`config.mk`:
```
export PLATFORM = sky130hd
export DESIGN_NAME = multiplier_seq
export DESIGN_NICKNAME = d
export VERILOG_FILES = /design/src/rtl/multiplier_seq.sv
export SDC_FILE = /design/constraint.sdc
export NUM_CORES = 1
export LEC_CHECK = 0
export ABC_AREA = 1
export CAP_MARGIN = 20
export CORE_MARGIN = 2
export CORE_UTILIZATION = 45
export DETAILED_ROUTE_END_ITERATION = 6
export DONT_BUFFER_PORTS = 1
export SETUP_SLACK_MARGIN = 0.4
export SLEW_MARGIN = 20
export SYNTH_ARGS = -nofsm -noshare
export SYNTH_HDL_FRONTEND = slang
export SYNTH_SLANG_ARGS = --single-unit
```
`constraint.sdc`:
```
create_clock -name clk -period 5.22 [get_ports clk]
set_input_delay 0.783 -clock clk [delete_from_list [all_inputs] [get_ports clk]]
set_output_delay 0.783 -clock clk [all_outputs]
set_load 0.03 [all_outputs]
```
`src/rtl/multiplier_seq.sv`:
```
// Sequential shift-add multiplier: signed/unsigned WIDTH x WIDTH -> 2*WIDTH product,
// one partial product per cycle, start/busy/done handshake.
module multiplier_seq #(
    parameter int WIDTH = 32
) (
    input  logic                 clk,
    input  logic                 reset,
    input  logic                 start,
    input  logic                 is_signed,
    input  logic [WIDTH-1:0]     dataA,
    input  logic [WIDTH-1:0]     dataB,
    output logic                 busy,
    output logic                 done,
    output logic [2*WIDTH-1:0]   dataOut
);
    localparam int CW = $clog2(WIDTH + 1);

    typedef enum logic [1:0] {IDLE, RUN, FIX} state_t;

    state_t             state;
    logic [2*WIDTH-1:0] mag_a;
    logic [WIDTH-1:0]   mag_b;
    logic [2*WIDTH-1:0] acc;
    logic               neg;
    logic [CW-1:0]      cnt;

    logic [WIDTH-1:0]   abs_a, abs_b;
    logic [2*WIDTH-1:0] acc_next;

    // Most-negative input negates to itself, which reads correctly as unsigned 2^(WIDTH-1).
    always_comb begin
        abs_a = (is_signed && dataA[WIDTH-1]) ? (~dataA + 1'b1) : dataA;
        abs_b = (is_signed && dataB[WIDTH-1]) ? (~dataB + 1'b1) : dataB;
    end

    always_comb begin
        acc_next = acc;
        if (mag_b[0])
            acc_next = acc + mag_a;
    end

    always_ff @(posedge clk) begin
        if (reset) begin
            state   <= IDLE;
            mag_a   <= '0;
            mag_b   <= '0;
            acc     <= '0;
            neg     <= 1'b0;
            cnt     <= '0;
            busy    <= 1'b0;
            done    <= 1'b0;
            dataOut <= '0;
        end else begin
            done <= 1'b0;
            case (state)
                IDLE: begin
                    if (start) begin
                        mag_a <= {{WIDTH{1'b0}}, abs_a};
                        mag_b <= abs_b;
                        neg   <= is_signed & (dataA[WIDTH-1] ^ dataB[WIDTH-1]);
                        acc   <= '0;
                        cnt   <= '0;
                        busy  <= 1'b1;
                        state <= RUN;
                    end
                end
                RUN: begin
                    acc   <= acc_next;
                    mag_a <= mag_a << 1;
                    mag_b <= mag_b >> 1;
                    cnt   <= cnt + 1'b1;
                    if (cnt == CW'(WIDTH - 1))
                        state <= FIX;
                end
                FIX: begin
                    dataOut <= neg ? (~acc + 1'b1) : acc;
                    done    <= 1'b1;
                    busy    <= 1'b0;
                    state   <= IDLE;
                end
                default: state <= IDLE;
            endcase
        end
    end
endmodule

```
# --- Yosys cells after proc, flatten, opt, wreduce, memory -nomap -nowiden ---
# Index checks and enable logic that the tools add are counted.
# Widths: inputs -> output; s select.
op_classes:
  addsub: 5
  n_eq_ne: 6
  n_mux: 18
  bitwise: 5
  n_reduce_logical: 10
op_table:
  columns: ["op", "n"]
  rows:
  - ["$mux 64", 4]
  - ["$pmux 64 s2", 2]
  - ["$mux 32", 3]
  - ["$add 32x1->32 const B", 2]
  - ["$add 64x1->64 const B", 1]
  - ["$add 64x64->64", 1]
  - ["$not 32->32", 2]
  - ["$not 64->64", 1]
  - ["$pmux 32 s2", 1]
  - ["$pmux 6 s2", 1]
  - ["$reduce_and 2->1", 4]
  - ["$add 6x1->6 const B", 1]
  - ["$eq 6x5->1 const B", 1]
  - ["$mux 6", 1]
  - ["$ne 2x2->1 const B", 3]
  - ["$mux 2", 2]
  - ["$pmux 2 s2", 1]
  - ["$reduce_bool 2->1", 2]
  - ["$reduce_and 3->1", 1]
  - ["$eq 2x1->1 const B", 1]
  - ["$eq 2x2->1 const B", 1]
  - ["$logic_and 1x1->1", 2]
  - ["$logic_not 2->1", 1]
  - ["$mux 1", 2]
  - ["other kinds (3)", 3]
totals:
  reg_bits: 235
  input_bits: 68
  output_inout_bits: 66
  elab_cells: 53

# --- Logic depth before layout (Yosys ltp) ---
# Gate-level depths: netlist of the first run.
logic_depth:
  depth_word: 5
  depth_mapped: 16
  mapped_depth_nobuf: 16

# --- Worst setup path after synthesis of the first run ---
# Ideal clock, no wire load.
synth_timing:
  kind: "input to register"
  startpoint: "input port dataB[0]"
  endpoint: "register mag_b[22]"
  setup_ns: 0.109
  t_arrival_ns: 2.013
  t_required_ns: 5.111
  setup_slack_ns: 3.098
  path_stages: 12
  n_path_buf: 0
  cell_sequence: "inv_1 ha_1 nand3_1 nor2_1 nand2_1 nor2_1 nand3_1 o21ai_2 or2_2 nand3_1 nand2_1 inv_1"
synth_between:
  elab_chain_cells: 5
synth_lines:
  columns: ["item", "line_no", "text"]
  rows:
  - ["start: declaration", "11", "input logic [WIDTH-1:0] dataB,"]
  - ["$not 32->32", "33", "abs_b = (is_signed && dataB[WIDTH-1]) ? (~dataB + 1'b1) : dataB;"]
  - ["$add 32x1->32", "33", null]
  - ["$mux 32", "33", null]
  - ["$mux 32", "57", "if (start) begin"]
  - ["$pmux 32 s2", "55", "case (state)"]
  - ["end signal: assignment", "59", "mag_b <= abs_b;"]
  - ["end signal: assignment", "70", "mag_b <= mag_b >> 1;"]
  - ["end: declaration", "22", "logic [WIDTH-1:0] mag_b;"]
# No other way between the ends. The select of a mux whose other input is x is not followed.
# A chain may end at the register's enable or synchronous reset.

# --- Worst setup path in the final report of the first run ---
layout_timing:
  startpoint: "register state[1]"
  endpoint: "register mag_a[16]"
layout_between:
  elab_chain_cells: 3
  elab_cells_between_ends: 6
  classes_between: "eq/ne: 2; mux: 1; reduce/logical: 3"
layout_lines:
  columns: ["item", "line_no", "text"]
  rows:
  - ["start: declaration", "20", "state_t state;"]
  - ["start signal: assignment", "44", "state <= IDLE;"]
  - ["start signal: assignment", "64", "state <= RUN;"]
  - ["start signal: assignment", "73", "state <= FIX;"]
  - ["$eq 2x1->1 or $logic_not 2->1 (tied branches)", "55", null]
  - ["$reduce_bool 2->1 (no source line) or $ne 2x2->1 (tied branches)", null, null]
  - ["$reduce_and 2->1 (no source line)", null, null]
  - ["end signal: assignment", "58", "mag_a <= {{WIDTH{1'b0}}, abs_a};"]
  - ["end signal: assignment", "69", "mag_a <= mag_a << 1;"]
  - ["end: declaration", "21", "logic [2*WIDTH-1:0] mag_a;"]
# Parallel ways exist; a longest one is shown, timed or not.

==> results of run 1 <==
placed cells by master, fill, tap and decap left out, types with 4 or more instances in the layout:
master,synthesis,routed
nand2_1,950,950
inv_1,530,529
nor2_1,348,348
dfxtp_1,235,234
a21oi_1,209,209
nand3_1,192,192
o21ai_0,143,143
ha_1,67,67
nor3_1,40,40
or2_2,36,36
a22oi_1,34,34
nand4_1,31,31
clkbuf_16,0,28
xor2_1,24,24
o221ai_1,22,22
nor2_2,20,17
o211ai_1,16,16
o2111ai_1,15,15
nor4_1,14,14
inv_2,11,12
nand2_2,12,12
o21ai_1,10,10
nor2_4,5,8
nand3b_1,7,7
a221oi_1,7,7
buf_4,1,7
a211oi_1,6,6
xnor2_1,6,6
clkinv_2,1,6
nand3_2,5,5
o21ai_2,5,5
or2_0,5,5
nor3_2,5,5
a31oi_1,5,5
clkbuf_8,2,5
a21o_1,4,4
o221a_2,4,4
clkbuf_1,45,4
final cells by class:
class | instances | area (sq um) | share of cell area, %
Multi-Input combinational cell | 2274 | 11100 | 56.9
Sequential cell | 235 | 4710 | 24.1
Inverter | 544 | 2040 | 10.4
Clock buffer | 37 | 785 | 4.01
Tap cell | 525 | 657 | 3.36
Clock inverter | 14 | 185 | 0.947
Timing Repair Buffer | 7 | 52.6 | 0.269
report_power, final:
group | leakage (uW) | internal, uW | switching [uW]
Combinational | 0.00783 | 211 | 455
Clock | 0.000469 | 1210 | 832
Sequential | 0.00191 | 1850 | 56.3
registers in the layout, summed over array words and instances (netlist names):
name and flops:
busy 1, mag_a 64, neg 1, done 1, mag_b 32, cnt 6
acc 64, state 2, dataOut 64
worst max path at each step:
stage	startpoint	cells past startpoint	to
after CTS	state[1]$_SDFFE_PP0P_	8	mag_a[16]$_SDFFE_PP0P_
final	state[1]$_SDFFE_PP0P_	8	mag_a[16]$_SDFFE_PP0P_
after global placement	start	7	mag_a[16]$_SDFFE_PP0P_
after detailed placement	start	7	mag_a[16]$_SDFFE_PP0P_
after floorplan	dataB[0]	12	mag_b[22]$_SDFFE_PP0P_
after global routing	state[1]$_SDFFE_PP0P_	8	mag_a[16]$_SDFFE_PP0P_
layer usage:
layer / wire (um) / vias up
met5: 0 / -
met4: 1900 / 0
met3: 5420 / 88
met2: 25700 / 653
met1: 29800 / 8867
li1: - / 9885
worst register-to-register path, delay by kind of cell (launching register included):
family          cells  cell delay, ns
buf+inv             4            1.23
flops               1            0.44
compound gates      2            0.52
simple gates        2            1.23
cell families after synthesis:
group / count (synthesis)
AOI/OAI and AO/OA: 494
adders and majority gates: 68
and+or+nand+nor: 1682
buffers and inverters: 633
xor gates and xnor gates: 30
DFF: 235
through the flow:
stage | total power, uW | utilization, % | hold slack [ns] | std cells
4_1_cts | 4660 | 49.0 | 0.260 | 3636
2_1_floorplan | 2450 | - | 0.437 | 3142
3_3_place_gp | 2590 | 46.6 | 0.446 | 3585
3_5_place_dp | 2610 | 46.6 | 0.462 | 3585
6_report | 4620 | 49.0 | 0.285 | 3636
5_1_grt | 4830 | 49.0 | 0.259 | 3636
==> results.py, run 1 <==
metrics = {
    "outcome": {
        "status": "finished, final reports clean",
    },
    "final_layout": {
        "insertedDiodeCount": 0,
        "fill_cells": 4337,
        "drive_gt1_share_pct": 5.40,
        "nets": 3226,
        "finalInstanceArea_sq_um": 19600,
        "syn2layout_area_growth_pct": 6.97,
    },
    "yosys": {
        "synth_edf_count": 0,
        "yosys_warnings": 0,
        "synth_top_area_share_pct": 25.7,
        "yosys.area_share.simple_pct": 38.9,
        "netlist_area_sq_um": 18300,
        "syn_nets": 3278,
        "synthTopCellsByArea": "dfxtp_1, nand2_1, inv_1",
        "synth_mux_area_share_pct": 0,
        "ys_seq_area_share_pct": 25.7,
        "synth_compound_area_share_pct": 15.7,
        "synth_top_family_by_area": "simple AND/OR/NAND/NOR gates",
        "synth-seq-cells": 235,
        "synthXorXnorAreaFrac_pct": 1.44,
        "netlist_top_cells_count": "nand2_1, inv_1, nor2_1",
        "synth_cell_type_count": 58,
        "synth_top_area_cell": "dfxtp_1",
        "ys.flop_type": "dfxtp_1",
        "syn_inst": 3142,
        "synth_most_common_cell": "nand2_1",
        "yosys.area_share.adder_pct": 4.69,
        "syn_avg_cell_area_sq_um": 5.82,
        "async_flop_share_pct": 0,
    },
    "sta": {
        "max_slew_margin_pct": 39.2,
        "max_freq_mhz": 285,
        "fin_setup_tns_ns": 0,
        "fin_skew_ns": 0.0101,
        "rsz0062_at_grt": "no",
        "final_hold_viol_count": 0,
        "slew_violations": 0,
        "setup_violations": 0,
        "worst_slack_ns": 1.71,
        "min_period_over_period_pct": 67.2,
        "period_minus_slack_ns": 3.51,
        "tightestPinTransition_ns": 0.912,
    },
    "floorplanning": {
        "die_h_um": 206,
        "core_sq_um": 39900,
        "start_util_pct": 45.8,
        "die-area_sq_um": 42300,
        "rows": 73,
        "die_x_um": 206,
        "pin_count": 134,
    },
    "placed_design": {
        "dp_slack_ns": 1.53,
        "port_buffers": 0,
        "place_congestion": 0.982,
        "place_area_sq_um": 18600,
        "dp.final_hpwl_mm": 49.4,
    },
    "worst_hold_path": {
        "min_to": "done$_SDFF_PP0_",
        "holdPathStages": 1,
        "holdCritPathClass": "in -> reg",
        "hp-start": "reset",
    },
    "setup_path": {
        "worstSetupEndpointType": "flip-flop",
        "timing.rr.end": "mag_a[16]$_SDFFE_PP0P_",
        "r2r_slack_ns": 1.71,
        "cp_num_buf_inv": 4,
        "critPathRequiredTime_ns": 5.69,
        "path_cells": "inv_2, nand3_2, inv_2, nor2_8, inv_2, o221a_2, o21ai_0, inv_1",
        "critPathLaunchType": "flip-flop",
        "cp_slowest_cell": "nor2_8",
        "crit_family": "buffers and inverters",
        "path_max_fanout": 55,
        "cp.arrival_ns": 3.98,
        "r2r_start": "state[1]$_SDFFE_PP0P_",
        "r2r_cells": 8,
        "cp_common_cell": "inv_2",
        "criticalPathCategory": "reg -> reg",
        "crit_path_max_incr_delay_ns": 0.77,
    },
    "route": {
        "detail-route-antenna-nets": 0,
        "drtIter0Drc": 1998,
        "dr.pass1.iters": 6,
        "viasPerCell": 5.36,
        "vias": 19500,
        "routed_wl_mm": 62.9,
        "wl_per_cell_um": 17.3,
        "drc": 0,
    },
    "grt": {
        "grt.busiest_layer": "met2",
        "grt_use_total_pct": 29.7,
        "use_met2_pct": 44.5,
        "gr-usage-met3_pct": 5.05,
        "grt_max_degree": 142,
        "antenna_found_initial": 0,
        "first_global_vias": 18100,
        "use_met1_pct": 43.4,
        "grt_pass1_wl_mm": 98.2,
        "grt_remaining_overflow": 0,
    },
    "power_and_ir_drop": {
        "power_leakage_uw": 0.0102,
        "ir_drop_mv": 0.212,
        "power_density_nw_per_um2": 236,
    },
    "clock_tree": {
        "cts-root-buf": "clkbuf_16",
        "ctsHtreeMaxLevel": 1,
        "cts_resized": 0,
        "cts.sinks": 235,
        "ctsHoldBuffers": 0,
        "post_cts_buffers": 0,
        "cts_buffers": 28,
        "clockBufferDepth": 3,
        "clk_pin_slew_ns": 0.06,
        "cts_tree": "built",
        "clock_latency_ns": 0.58,
    },
    "job": {
        "drv_cap": 0,
    },
}
Note: power is estimated with default switching activity, not from simulation.
==> inputs of run 2 (changes only) <==
Clock period 5.22 ns to 3.4 ns, I/O delays scaled along.
==> run 2 against run 1 <==
- register-to-register slack lost 0.94 ns
- combinational power grew 62%
- worst hold slack lost 0.24 ns
- largest cell class unchanged
==> results.py, run 2 (synthesis results as in run 1) <==
metrics = {
    "placed_design": {
        "dp.final_hpwl_mm": 53.6,
        "dp_slack_ns": 0.888,
        "port_buffers": 0,
        "place_area_sq_um": 18800,
        "place_congestion": 1.00,
    },
    "clock_tree": {
        "clock_latency_ns": 0.58,
        "ctsHtreeMaxLevel": 1,
        "cts_buffers": 28,
        "cts_tree": "built",
        "ctsHoldBuffers": 0,
        "cts.sinks": 235,
        "cts_resized": 0,
        "clockBufferDepth": 3,
        "post_cts_buffers": 0,
        "cts-root-buf": "clkbuf_16",
        "clk_pin_slew_ns": 0.07,
    },
    "sta": {
        "final_hold_viol_count": 0,
        "slew_violations": 0,
        "min_period_over_period_pct": 77.1,
        "max_slew_margin_pct": 33.6,
        "setup_violations": 0,
        "rsz0062_at_grt": "no",
        "worst_slack_ns": 0.778,
        "fin_setup_tns_ns": 0,
        "tightestPinTransition_ns": 0.997,
        "max_freq_mhz": 381,
        "period_minus_slack_ns": 2.62,
        "fin_skew_ns": 0.0246,
    },
    "setup_path": {
        "worstSetupEndpointType": "flip-flop",
        "cp_num_buf_inv": 0,
        "cp_slowest_cell": "o21ai_0",
        "criticalPathCategory": "reg -> reg",
        "path_cells": "ha_1, nand3_1, nand3_1, nand2_1, nand2_1, nand2_1, nand2_1, nand2_1, nand2_1, o21ai_0, a21oi_1",
        "crit_path_max_incr_delay_ns": 0.56,
        "critPathRequiredTime_ns": 3.83,
        "cp.arrival_ns": 3.05,
        "crit_family": "simple AND/OR/NAND/NOR gates",
        "cp_common_cell": "nand2_1",
        "critPathLaunchType": "flip-flop",
        "path_max_fanout": 6,
    },
    "final_layout": {
        "syn2layout_area_growth_pct": 8.13,
        "insertedDiodeCount": 0,
        "fill_cells": 4292,
        "nets": 3250,
        "layout_common_cells": "nand2_1, inv_1, nor2_1, dfxtp_1, a21oi_1",
        "top_regs": "acc x64, dataOut x64, mag_a x64",
        "finalInstanceArea_sq_um": 19800,
        "final_common_cell": "nand2_1",
        "drive_gt1_share_pct": 6.28,
    },
    "floorplanning": {
        "die_h_um": 206,
        "die-area_sq_um": 42300,
        "core_sq_um": 39900,
        "start_util_pct": 45.8,
        "pin_count": 134,
        "die_x_um": 206,
        "rows": 73,
    },
    "worst_hold_path": {
        "holdCritPathClass": "in -> reg",
    },
    "power_and_ir_drop": {
        "ir_drop_mv": 0.375,
        "power_leakage_uw": 0.0103,
        "power_density_nw_per_um2": 366,
    },
    "grt": {
        "first_global_vias": 18100,
        "grt_pass1_wl_mm": 104,
        "grt_use_total_pct": 31.9,
        "grt_remaining_overflow": 0,
        "grt_max_degree": 142,
        "antenna_found_initial": 0,
    },
    "route": {
        "drtIter0Drc": 1891,
        "viasPerCell": 5.41,
        "vias": 19800,
        "wl_per_cell_um": 18.4,
        "dr.pass1.iters": 6,
        "routed_wl_mm": 67.4,
        "drc": 0,
        "detail-route-antenna-nets": 0,
    },
    "outcome": {
        "status": "finished, final reports clean",
    },
    "job": {
        "drv_cap": 0,
    },
}
## run 2: changes by cell type in the layout (fill, tap and decap cells not counted)
cell and change:
buf_12 +1, buf_4 +23, clkinvlp_4 +1, clkinv_2 +4, clkinv_4 +1, clkbuf_1 -4, inv_6 -2, clkinv_8 +1
clkinv_16 -1, bufinv_16 +1
## run 2: power breakdown
group / switching (uW) / internal, uW / leakage (uW)
logic: 742 / 339 / 0.00795
registers: 94.8 / 2850 / 0.00191
clock network: 1300 / 1920 / 0.000484
total: 2140 / 5100 / 0.0103
## run 2: cell type report
type | instances | area [sq um] | area share [%]
multi-input combinational | 2274 | 11100 | 56.3
sequential | 235 | 4710 | 23.8
inverter | 544 | 2040 | 10.3
clock buffer | 33 | 769 | 3.89
tap | 525 | 657 | 3.32
timing repair buffer | 31 | 245 | 1.24
clock inverter | 19 | 220 | 1.11
## run 2: path summary, 6_finish.rpt
kind	start	end	slack, ns	cells past startpoint
worst max register to register	acc[2]$_SDFFE_PP0P_	acc[31]$_SDFFE_PP0P_	0.78	11
worst min-delay path	reset	done$_SDFF_PP0_	0.04	1
worst max-delay path	acc[2]$_SDFFE_PP0P_	acc[31]$_SDFFE_PP0P_	0.78	11
worst min register to register	cnt[3]$_SDFFE_PP0P_	cnt[3]$_SDFFE_PP0P_	0.47	2
## run 2: worst register-to-register path, cell delays in order (launching register included)
cell	delay [ns]
dfxtp_1	0.46
ha_1	0.34
nand3_1	0.16
nand3_1	0.20
nand2_1	0.11
nand2_1	0.10
nand2_1	0.08
nand2_1	0.08
nand2_1	0.11
nand2_1	0.16
o21ai_0	0.56
a21oi_1	0.13
## run 2: per-layer routing
layer | track usage (%) | wire length [um]
met3 | 6.95 | 6570
met1 | 47.2 | 32100
met4 | 7.61 | 1690
met5 | 0 | 0
met2 | 46.3 | 27000
## run 2: per-stage QoR
stage | utilization [%] | cells | hold slack, ns | total power [uW]
3_3_place_gp | 47.1 | 3609 | 0.447 | 4050
3_5_place_dp | 47.1 | 3609 | 0.462 | 4060
6_report | 49.5 | 3661 | 0.0429 | 7240
5_1_grt | 49.5 | 3661 | 0.0163 | 7530
2_1_floorplan | - | 3142 | 0.437 | 3760
4_1_cts | 49.5 | 3661 | 0.0103 | 7280
